**config.mk**
```make
export PLATFORM = sky130hd
export DESIGN_NAME = div_fp_seq
export DESIGN_NICKNAME = d
export VERILOG_FILES = /design/src/rtl/div_fp_seq.sv
export SDC_FILE = /design/constraint.sdc
export NUM_CORES = 1
export LEC_CHECK = 0
export CORE_UTILIZATION = 45
export CTS_CLUSTER_SIZE = 28
export DETAILED_ROUTE_END_ITERATION = 12
export PLACE_DENSITY = 0.77
export SYNTH_ARGS = -nofsm -noshare
export SYNTH_HDL_FRONTEND = slang
export SYNTH_SLANG_ARGS = --single-unit
```
**constraint.sdc**
```tcl
create_clock -name clk -period 2.12 [get_ports clk]
set_input_delay 0.424 -clock clk [delete_from_list [all_inputs] [get_ports clk]]
set_output_delay 0.424 -clock clk [all_outputs]
set_load 0.005 [all_outputs]
```
**src/rtl/div_fp_seq.sv**
```systemverilog
// div_fp_seq: sequential fixed-point divider, Q(N-FP).FP operands and result.
// Radix-2 restoring division, one quotient bit per clock, valid/ready handshake
// on both sides.
// Ports:
//   clk, rst            clock, synchronous active-high reset
//   in_valid, in_ready  operand handshake (A dividend, B divisor)
//   out_valid, out_ready result handshake
//   OUT                 quotient A/B, same fixed-point format as the operands
//   ovrflow             true quotient does not fit in N bits
//   inv                 divisor was zero
//   busy                operation in progress or result pending
module div_fp_seq #(
    parameter int N      = 16,
    parameter int FP     = 8,
    parameter int SIGNED = 0,
    parameter int SAT    = 1
) (
    input  logic         clk,
    input  logic         rst,
    input  logic         in_valid,
    output logic         in_ready,
    input  logic [N-1:0] A,
    input  logic [N-1:0] B,
    output logic         out_valid,
    input  logic         out_ready,
    output logic [N-1:0] OUT,
    output logic         ovrflow,
    output logic         inv,
    output logic         busy
);

    localparam int unsigned W  = N + FP;
    localparam int unsigned CW = $clog2(W + 1);

    localparam logic [1:0] IDLE = 2'd0;
    localparam logic [1:0] CALC = 2'd1;
    localparam logic [1:0] DONE = 2'd2;

    // Largest magnitudes representable for positive / negative signed results
    localparam logic [W-1:0] LIM_NEG = {{(W-1){1'b0}}, 1'b1} << (N - 1);
    localparam logic [W-1:0] LIM_POS = LIM_NEG - {{(W-1){1'b0}}, 1'b1};
    localparam logic [N-1:0] SAT_POS = {1'b0, {(N-1){1'b1}}};
    localparam logic [N-1:0] SAT_NEG = ~SAT_POS;

    logic [1:0]    state_q, state_d;
    logic [CW-1:0] cnt_q, cnt_d;
    logic [W-1:0]  dq_q, dq_d;     // dividend shifts out at the top, quotient shifts in at the bottom
    logic [N-1:0]  rem_q, rem_d;
    logic [N-1:0]  div_q, div_d;
    logic          neg_q, neg_d;
    logic          bz_q, bz_d;
    logic [N-1:0]  out_q, out_d;
    logic          ovf_q, ovf_d;
    logic          inv_q, inv_d;
    logic          ov_q, ov_d;

    // Operand magnitudes; |most-negative| wraps to 2^(N-1), which is correct unsigned
    logic          a_neg, b_neg;
    logic [N-1:0]  mag_a, mag_b;

    assign a_neg = (SIGNED != 0) && A[N-1];
    assign b_neg = (SIGNED != 0) && B[N-1];
    assign mag_a = a_neg ? -A : A;
    assign mag_b = b_neg ? -B : B;

    // One restoring step: N+1-bit partial remainder compared against the divisor
    logic [N:0] trial, diff;
    logic       ge;

    assign trial = {rem_q, dq_q[W-1]};
    assign diff  = trial - {1'b0, div_q};
    assign ge    = (trial >= {1'b0, div_q});

    // Result formatting from the completed magnitude quotient
    logic [W-1:0] q_signed;
    logic         fin_ovf;
    logic [N-1:0] fin_out;

    always_comb begin
        q_signed = neg_q ? -dq_q : dq_q;
        if (SIGNED != 0) begin
            fin_ovf = neg_q ? (dq_q > LIM_NEG) : (dq_q > LIM_POS);
        end else begin
            fin_ovf = ((dq_q >> N) != '0);
        end
        if (fin_ovf && (SAT != 0)) begin
            if (SIGNED == 0) begin
                fin_out = '1;
            end else begin
                fin_out = neg_q ? SAT_NEG : SAT_POS;
            end
        end else begin
            fin_out = q_signed[N-1:0];
        end
    end

    // State and datapath registers
    always_ff @(posedge clk) begin
        if (rst) begin
            state_q <= IDLE;
            cnt_q   <= '0;
            dq_q    <= '0;
            rem_q   <= '0;
            div_q   <= '0;
            neg_q   <= 1'b0;
            bz_q    <= 1'b0;
            out_q   <= '0;
            ovf_q   <= 1'b0;
            inv_q   <= 1'b0;
            ov_q    <= 1'b0;
        end else begin
            state_q <= state_d;
            cnt_q   <= cnt_d;
            dq_q    <= dq_d;
            rem_q   <= rem_d;
            div_q   <= div_d;
            neg_q   <= neg_d;
            bz_q    <= bz_d;
            out_q   <= out_d;
            ovf_q   <= ovf_d;
            inv_q   <= inv_d;
            ov_q    <= ov_d;
        end
    end

    // Next-state and datapath control
    always_comb begin
        state_d = state_q;
        cnt_d   = cnt_q;
        dq_d    = dq_q;
        rem_d   = rem_q;
        div_d   = div_q;
        neg_d   = neg_q;
        bz_d    = bz_q;
        out_d   = out_q;
        ovf_d   = ovf_q;
        inv_d   = inv_q;
        ov_d    = ov_q;

        case (state_q)
            IDLE: begin
                if (in_valid) begin
                    div_d   = mag_b;
                    dq_d    = W'(mag_a) << FP;
                    rem_d   = '0;
                    cnt_d   = '0;
                    neg_d   = a_neg ^ b_neg;
                    bz_d    = (B == '0);
                    state_d = (B == '0) ? DONE : CALC;
                end
            end
            CALC: begin
                rem_d = ge ? diff[N-1:0] : trial[N-1:0];
                dq_d  = {dq_q[W-2:0], ge};
                cnt_d = cnt_q + CW'(1);
                if (cnt_q == CW'(W - 1)) begin
                    state_d = DONE;
                end
            end
            DONE: begin
                // First DONE cycle latches the formatted result; afterwards hold until taken
                if (!ov_q) begin
                    ov_d  = 1'b1;
                    inv_d = bz_q;
                    ovf_d = bz_q ? 1'b0 : fin_ovf;
                    out_d = bz_q ? '0 : fin_out;
                end else if (out_ready) begin
                    ov_d    = 1'b0;
                    state_d = IDLE;
                end
            end
            default: state_d = IDLE;
        endcase
    end

    assign in_ready  = (state_q == IDLE);
    assign busy      = (state_q != IDLE);
    assign out_valid = ov_q;
    assign OUT       = out_q;
    assign ovrflow   = ovf_q;
    assign inv       = inv_q;

endmodule

```
==> results of run 1 <==
[placed cells by master (no fill, tap or decap), types with 6 or more instances in the layout]
cell type / n
a22oi_1: 8
o211ai_1: 11
nor4_1: 6
nand2b_1: 7
nor3b_1: 16
a21oi_1: 70
o211ai_2: 10
clkdlybuf4s50_1: 55
inv_1: 17
o21ai_1: 7
nor2_1: 51
a311oi_1: 19
clkbuf_8: 10
ha_4: 8
buf_4: 45
dfxtp_1: 76
o21ai_0: 8
dfxtp_2: 7
ha_1: 9
nand2_1: 118
[Yosys cell counts, types with 2 or more instances]
cell / count / area, um^2
o31ai_1: 2 / 15.01
ha_1: 17 / 212.7
o21a_1: 2 / 15.01
or3_1: 4 / 25.02
o2111ai_1: 2 / 17.52
xor2_1: 5 / 43.79
o211ai_1: 11 / 82.58
nand4_1: 4 / 25.02
clkbuf_1: 32 / 120.1
a21oi_1: 73 / 365.4
nand2_1: 118 / 442.9
nand2b_1: 8 / 50.05
a211oi_1: 2 / 15.01
inv_1: 19 / 71.32
a311oi_1: 20 / 175.2
or2_1: 2 / 12.51
a211o_1: 2 / 17.52
a22oi_1: 8 / 60.06
nor2_1: 54 / 202.7
nor2b_1: 4 / 25.02
buf_2: 5 / 25.02
a21o_1: 5 / 37.54
xnor2_1: 4 / 35.03
o21ai_1: 8 / 40.04
nand3_1: 4 / 20.02
o211ai_2: 10 / 125.1
nor3_1: 4 / 20.02
nor3b_1: 16 / 120.1
nor4_1: 6 / 37.54
a31oi_1: 2 / 12.51
a31o_1: 2 / 17.52
and3_1: 2 / 12.51
dfxtp_1: 83 / 1662
o21ai_0: 8 / 40.04
[through the flow]
| stage | cells | TNS (ns) |
|---|---|---|
| after detailed placement | 755 | -2.888 |
| after global routing | 775 | -1.444 |
| after CTS | 771 | -0.01648 |
| final | 775 | -0.04164 |
| after floorplan | 567 | -0.4028 |
| after global placement | 755 | -1.938 |
[routing by layer]
metal  up-vias  track usage (%)  wire (um)
li1       2153                -          -
met2       141            41.20       5814
met5         -                0          0
met4         0            11.15        364
met1      2078            28.29       4981
met3        36            4.438        558
[cells by family (layout without fill, tap and decap cells)]
| family | after synthesis | in the layout |
|---|---|---|
| multiplexers | 1 | 1 |
| buffers and inverters | 59 | 138 |
| flip-flops | 83 | 83 |
| AND/OR/NAND/NOR | 230 | 230 |
| AO/OA/AOI/OAI | 167 | 167 |
| XOR/XNOR | 9 | 9 |
| adder cells (fa/ha/maj) | 18 | 18 |
[repair_timing]
action                                 4_1_cts  5_1_grt
resized for setup                           16       17
setup buffers                                0        4
pin swaps                                    6       11
setup endpoints to repair                   15       17
endpoints found under the hold margin        0        0
[worst min-delay path, cell delays in order, from the launching register on]
cell and delay, ns:
dfxtp_1 0.32, nand2_1 0.05, a21oi_1 0.05
[report_power, final]
group          switching (mW)  leakage (nW)  internal [mW]  total [mW]
clock                   0.631        0.0855          0.468        1.10
sequential              0.130         0.680           1.71        1.84
combinational            1.52          1.38           1.20        2.73
total                    2.29          2.14           3.38        5.67
[flip-flops by register name, indices dropped and copies added (netlist names)]
signal     flops
inv            1
OUT           16
cnt_q          5
bz_q           1
dq_q          24
rem_q         16
out_valid      1
state_q        2
div_q         16
ovrflow        1
[worst max-delay path by stage]
stage	startpoint	end	slack (ns)	depth (start not counted)
floorplan	div_q[14]	rem_q[2]	-0.05	10
global placement	in_valid	rem_q[13]	-0.18	7
detailed placement	in_valid	rem_q[9]	-0.24	7
CTS	dq_q[23]	rem_q[14]	-0.009	9
global route	div_q[4]	rem_q[2]	-0.13	8
finish	div_q[4]	rem_q[5]	-0.01	8
[layout make-up]
type | count | area (um^2)
inverters | 19 | 71.32
fillers | 791 | 3666
multi-input cells | 425 | 2656
clock inverters | 6 | 48.80
well taps | 129 | 161.4
clock buffers | 10 | 137.6
repair buffers | 103 | 915.9
flip-flops and latches | 83 | 1670
==> flow_summary.json, run 1 <==
{
  "ant_nets": 0,
  "worstSkewPairLatency_ns": 0.37,
  "finalClockSkew_ns": 0.01315,
  "failed_checks": "negative setup slack",
  "final-setup-viol-count": 4,
  "synth_top_family_by_area": "compound AO/OA/AOI/OAI gates",
  "synth.avg_cell_area_um2": 7.737,
  "finalPower_mw": 5.670,
  "place_congestion": 0.9070,
  "wl_um": 11720,
  "fp-row-count": 35,
  "period_share_pct": 100.6,
  "startpoint_type": "flip-flop",
  "synth-simple-area-share_pct": 23.47,
  "slowest_delay_ns": 0.50,
  "crit_chain": "inv_1 -> ha_1 -> nand2_1 -> or4_4 -> o21ai_4 -> or2_1 -> buf_4 -> o211ai_2",
  "postLayoutCellArea_um2": 5662,
  "cp_max_fo": 6,
  "hold_path_depth": 2,
  "r2r_slack_ns": -0.01,
  "whs_ns": 0.4589,
  "worst_pin_slew_ns": 0.7238,
  "final_nets": 695,
  "rsz0062_at_grt": "true",
  "synth_fa_ha_area_share_pct": 5.305,
  "p_per_area_nw_per_um2": 1001,
  "fmax_mhz": 469.1,
  "utilization_pct": 60.70,
  "portBuffers": 56,
  "yosysSeqAreaShare_pct": 37.88,
  "yosysUniqueCellTypes": 53,
  "min_period_ns": 2.132,
  "clkSlewWorstSetupHoldPaths_ns": 0.09,
  "synth_compound_area_share_pct": 25.78,
  "cts_htree_levels": 3,
  "die_w_um": 100.7,
  "worstReg2RegEnd": "rem_q[5]",
  "status": "finished, violations left",
  "drt_iter0_drc": 239,
  "drc": 0,
  "synth_ff_type": "dfxtp_1",
  "syn_nets": 621,
  "reg2reg_from": "div_q[4]",
  "reg2regPathDepth": 8,
  "cts_sinks": 83,
  "hold_violations": 0,
  "syn_to_final_growth_pct": 29.06,
  "peakVddDrop_uv": 706.8,
  "diodes": 0,
  "via_count": 4408,
  "track_usage_pct": 23.73,
  "worst_slack_ns": -0.01176,
  "detailedPlacementHpwl_um": 8372,
  "syn-cell-area_um2": 4387,
  "worst_setup_path_end_kind": "flip-flop",
  "worstHoldPathType": "reg2reg",
  "placed_area_um2": 5276,
  "crit_path_top_delay_cell": "or4_4",
  "grt_remaining_overflow": 0,
  "slew_headroom_pct": 51.69,
  "pre_cts_slack_ns": -0.2373,
  "layout-drive-gt1-share_pct": 17.03,
  "wl_per_cell_um": 15.12,
  "grt_pass1_vias": 4170,
  "holdPathEnd": "div_q[13]",
  "clockRootBuffer": "clkbuf_8",
  "cp.required_ns": 2.36,
  "synth_xor_area_share_pct": 1.797,
  "die_height_um": 100.7,
  "die_area_um2": 10150,
  "core_um2": 9328,
  "hp-start": "div_q[13]",
  "crit_family": "simple AND/OR/NAND/NOR gates",
  "crit_type": "reg2reg",
  "ys_seq_elements": 83,
  "worstPathArrival_ns": 2.38,
  "boundaryPins": 57,
  "cts_tree": "yes",
  "via_per_inst": 5.688,
  "cts_hold_buffers": 0,
  "dr.pass1.iters": 5,
  "crit_buf_inv": 2,
  "initial_core_util_pct": 47.03,
  "max_cap_violations": 0,
  "drv_slew": 0,
  "yosysWarnings": 0,
  "muxShareOfSynthArea_pct": 0.2282,
  "antenna_found_initial": 0,
  "async_reset_ff_share_pct": 0,
  "synthCells": 567,
  "cts_buffers": 9,
  "cts_buffer_depth": 2,
  "grt_pass1_wl_um": 19040,
  "p_leak_nw": 2.142,
  "grt_max_degree": 41,
  "synth_edf_count": 0
}
No activity file was read; power rests on OpenSTA's default activity.
==> inputs of run 2 (changes only) <==
- CTS_CLUSTER_DIAMETER: unset -> 30
==> results of run 2 <==
Same layout as run 1: the final DEF is identical, and so are final timing and power.
==> inputs of run 3 (changes only) <==
- HOLD_SLACK_MARGIN: unset -> 0.12
==> results of run 3 <==
Same layout as run 1: the final DEF is identical, and so are final timing and power.
==> RTL edit, RTL diff (flow settings as in run 3) <==
The parameter `SIGNED` goes from 0 to 1.
--- a/src/rtl/div_fp_seq.sv
+++ b/src/rtl/div_fp_seq.sv
@@ -12,7 +12,7 @@
 module div_fp_seq #(
     parameter int N      = 16,
     parameter int FP     = 8,
-    parameter int SIGNED = 0,
+    parameter int SIGNED = 1,
     parameter int SAT    = 1
 ) (
     input  logic         clk,
Formal check against the unedited RTL: no difference found for any inputs over 10 cycles, from zero or initial values and one cycle with rst high; that may be too few to reach the edited logic, so the function may still have changed.
==> RTL edit against run 3 <==
The flow still finishes with violations (setup timing); combinational power rose by 17%; core utilization rose by 6.1 points; sequential cell count rose by 1; design area rose by 28%; non-clock buffer count rose by 63; synthesized cell count rose by 9.3%; worst setup slack got worse by 200 ps; largest power group unchanged; largest cell class unchanged; area after synthesis rose by 14%; worst hold slack got worse by 130 ps; wire length rose by 41%; power rose by 11%; count of clock-buffer cells in the layout fell by 1.
==> RTL edit: results (changes against run 3) <==
status=complete, but fails checks; violated checks=setup timing; DR vias=5535 (+26%); vias in the first global route=5167 (+24%); wire length of the first global-routing pass=23900 um (+26%); pre-CTS setup slack=-648 ps (-411 ps); Critical-path top delay cell=a211o_4; met3 Use GR=4.60% (+0.16 points); WL met3=1090 um (+95%); Final #Nets=822 (+18%); clk_skew=14.2 ps (+1.02 ps); syn_nets=677 (+9.0%); layout cells sized above 1=30.0% (+13 points); met2 GRT Util=45.7% (+4.5 points); post-synthesis sequential area ratio=33.7% (-4.2 points); number of gates resized after CTS=72 (+56); Static Leak=2.90 nW (+36%); post-synthesis cell count=620 (+9.3%); largest net degree at the start of global routing=38 (-7.3%); top cells by area, synth=dfxtp_1, nand2_1, ha_1; # fillers=792 (+0.13%); DP Area=0.00632 mm^2 (+20%); grt met1 use=31.3% (+3.0 points); distinct cell type count after synthesis=57 (+7.5%); RePlAce Congestion=0.927 (+2.2%); Metal-1 WL=6390 um (+28%); cell family with most CP delay=compound AO/OA/AOI/OAI gates; most common library cells after synthesis=dfxtp_1, nand2_1, nor2_1, a21oi_1, inv_1; crit path DAT=2600 ps (+220 ps); final setup fails=19 (+15); path depth of the worst reg2reg path=10 (+2); RR Endpoint=rem_q[1]$_SDFFE_PP0P_; HP Class=in -> reg; final setup margin=-208 ps (-196 ps); final WL=16500 um (+41%); Power Internal=3.84 mW (+13%); VDD IR-drop max=0.000433 V (-39%); Hold EP=inv$_SDFFE_PP0P_; hold_ws=324 ps (-135 ps); Cell Pwr Density=873 mW/mm^2 (-13%); setup bufs post-CTS=4 (+4); worst r2r src=div_q[6]$_SDFFE_PP0P_; Final HPWL DP=9990 um (+19%); hold_sp=rst
==> RTL edit: cell types whose count changed after synthesis, sizes merged, moves of 16 or more <==
cell    change
nand2      -43
inv        +20
a311oi     -19
a211oi     +17
xor2       +21
xnor2      +18
a21oi      -30
o21ai      +16
==> RTL edit: worst reg2reg max path, cell delays in order, from the launching register on <==
cell      delay (ps)
dfxtp_2          360
inv_2             60
ha_4             250
a21oi_4          200
nand2_2           90
o21ai_2          200
o221ai_2         190
a211o_4          410
buf_8            160
mux2i_1          130
a22o_1           180
==> RTL edit: final cells by class <==
type	instances	area [um^2]	share of cell area [%]
Inverter	39	146	2.02
Sequential cell	84	1700	23.5
Multi-Input combinational cell	465	3580	49.4
Clock inverter	7	80.1	1.11
Tap cell	140	175	2.42
Clock buffer	9	124	1.71
Timing Repair Buffer	166	1440	19.8
==> RTL edit: worst max path at each step <==
stage,from,to,cells after the start
detailed placement,B[4],div_q[10]$_SDFFE_PP0P_,8
CTS,dq_q[23]$_SDFFE_PP0P_,rem_q[12]$_SDFFE_PP0P_,10
global placement,B[4],div_q[14]$_SDFFE_PP0P_,7
finish,div_q[6]$_SDFFE_PP0P_,rem_q[1]$_SDFFE_PP0P_,10
floorplan,div_q[6]$_SDFFE_PP0P_,rem_q[0]$_SDFFE_PP0P_,11
global route,div_q[6]$_SDFFE_PP0P_,rem_q[0]$_SDFFE_PP0P_,10
==> RTL edit: kinds of logic (layout without fill, tap and decap cells) <==
family                   Yosys count  count (layout)  synth area share, %
AO/OA/AOI/OAI                    180             180                 24.7
adder cells (fa/ha/maj)           21              21                 5.41
flip-flops                        84              84                 33.7
buffers and inverters             71             221                 5.51
multiplexers                      16              16                 3.21
AND/OR/NAND/NOR                  200             200                 19.1
XOR/XNOR                          48              48                 8.41
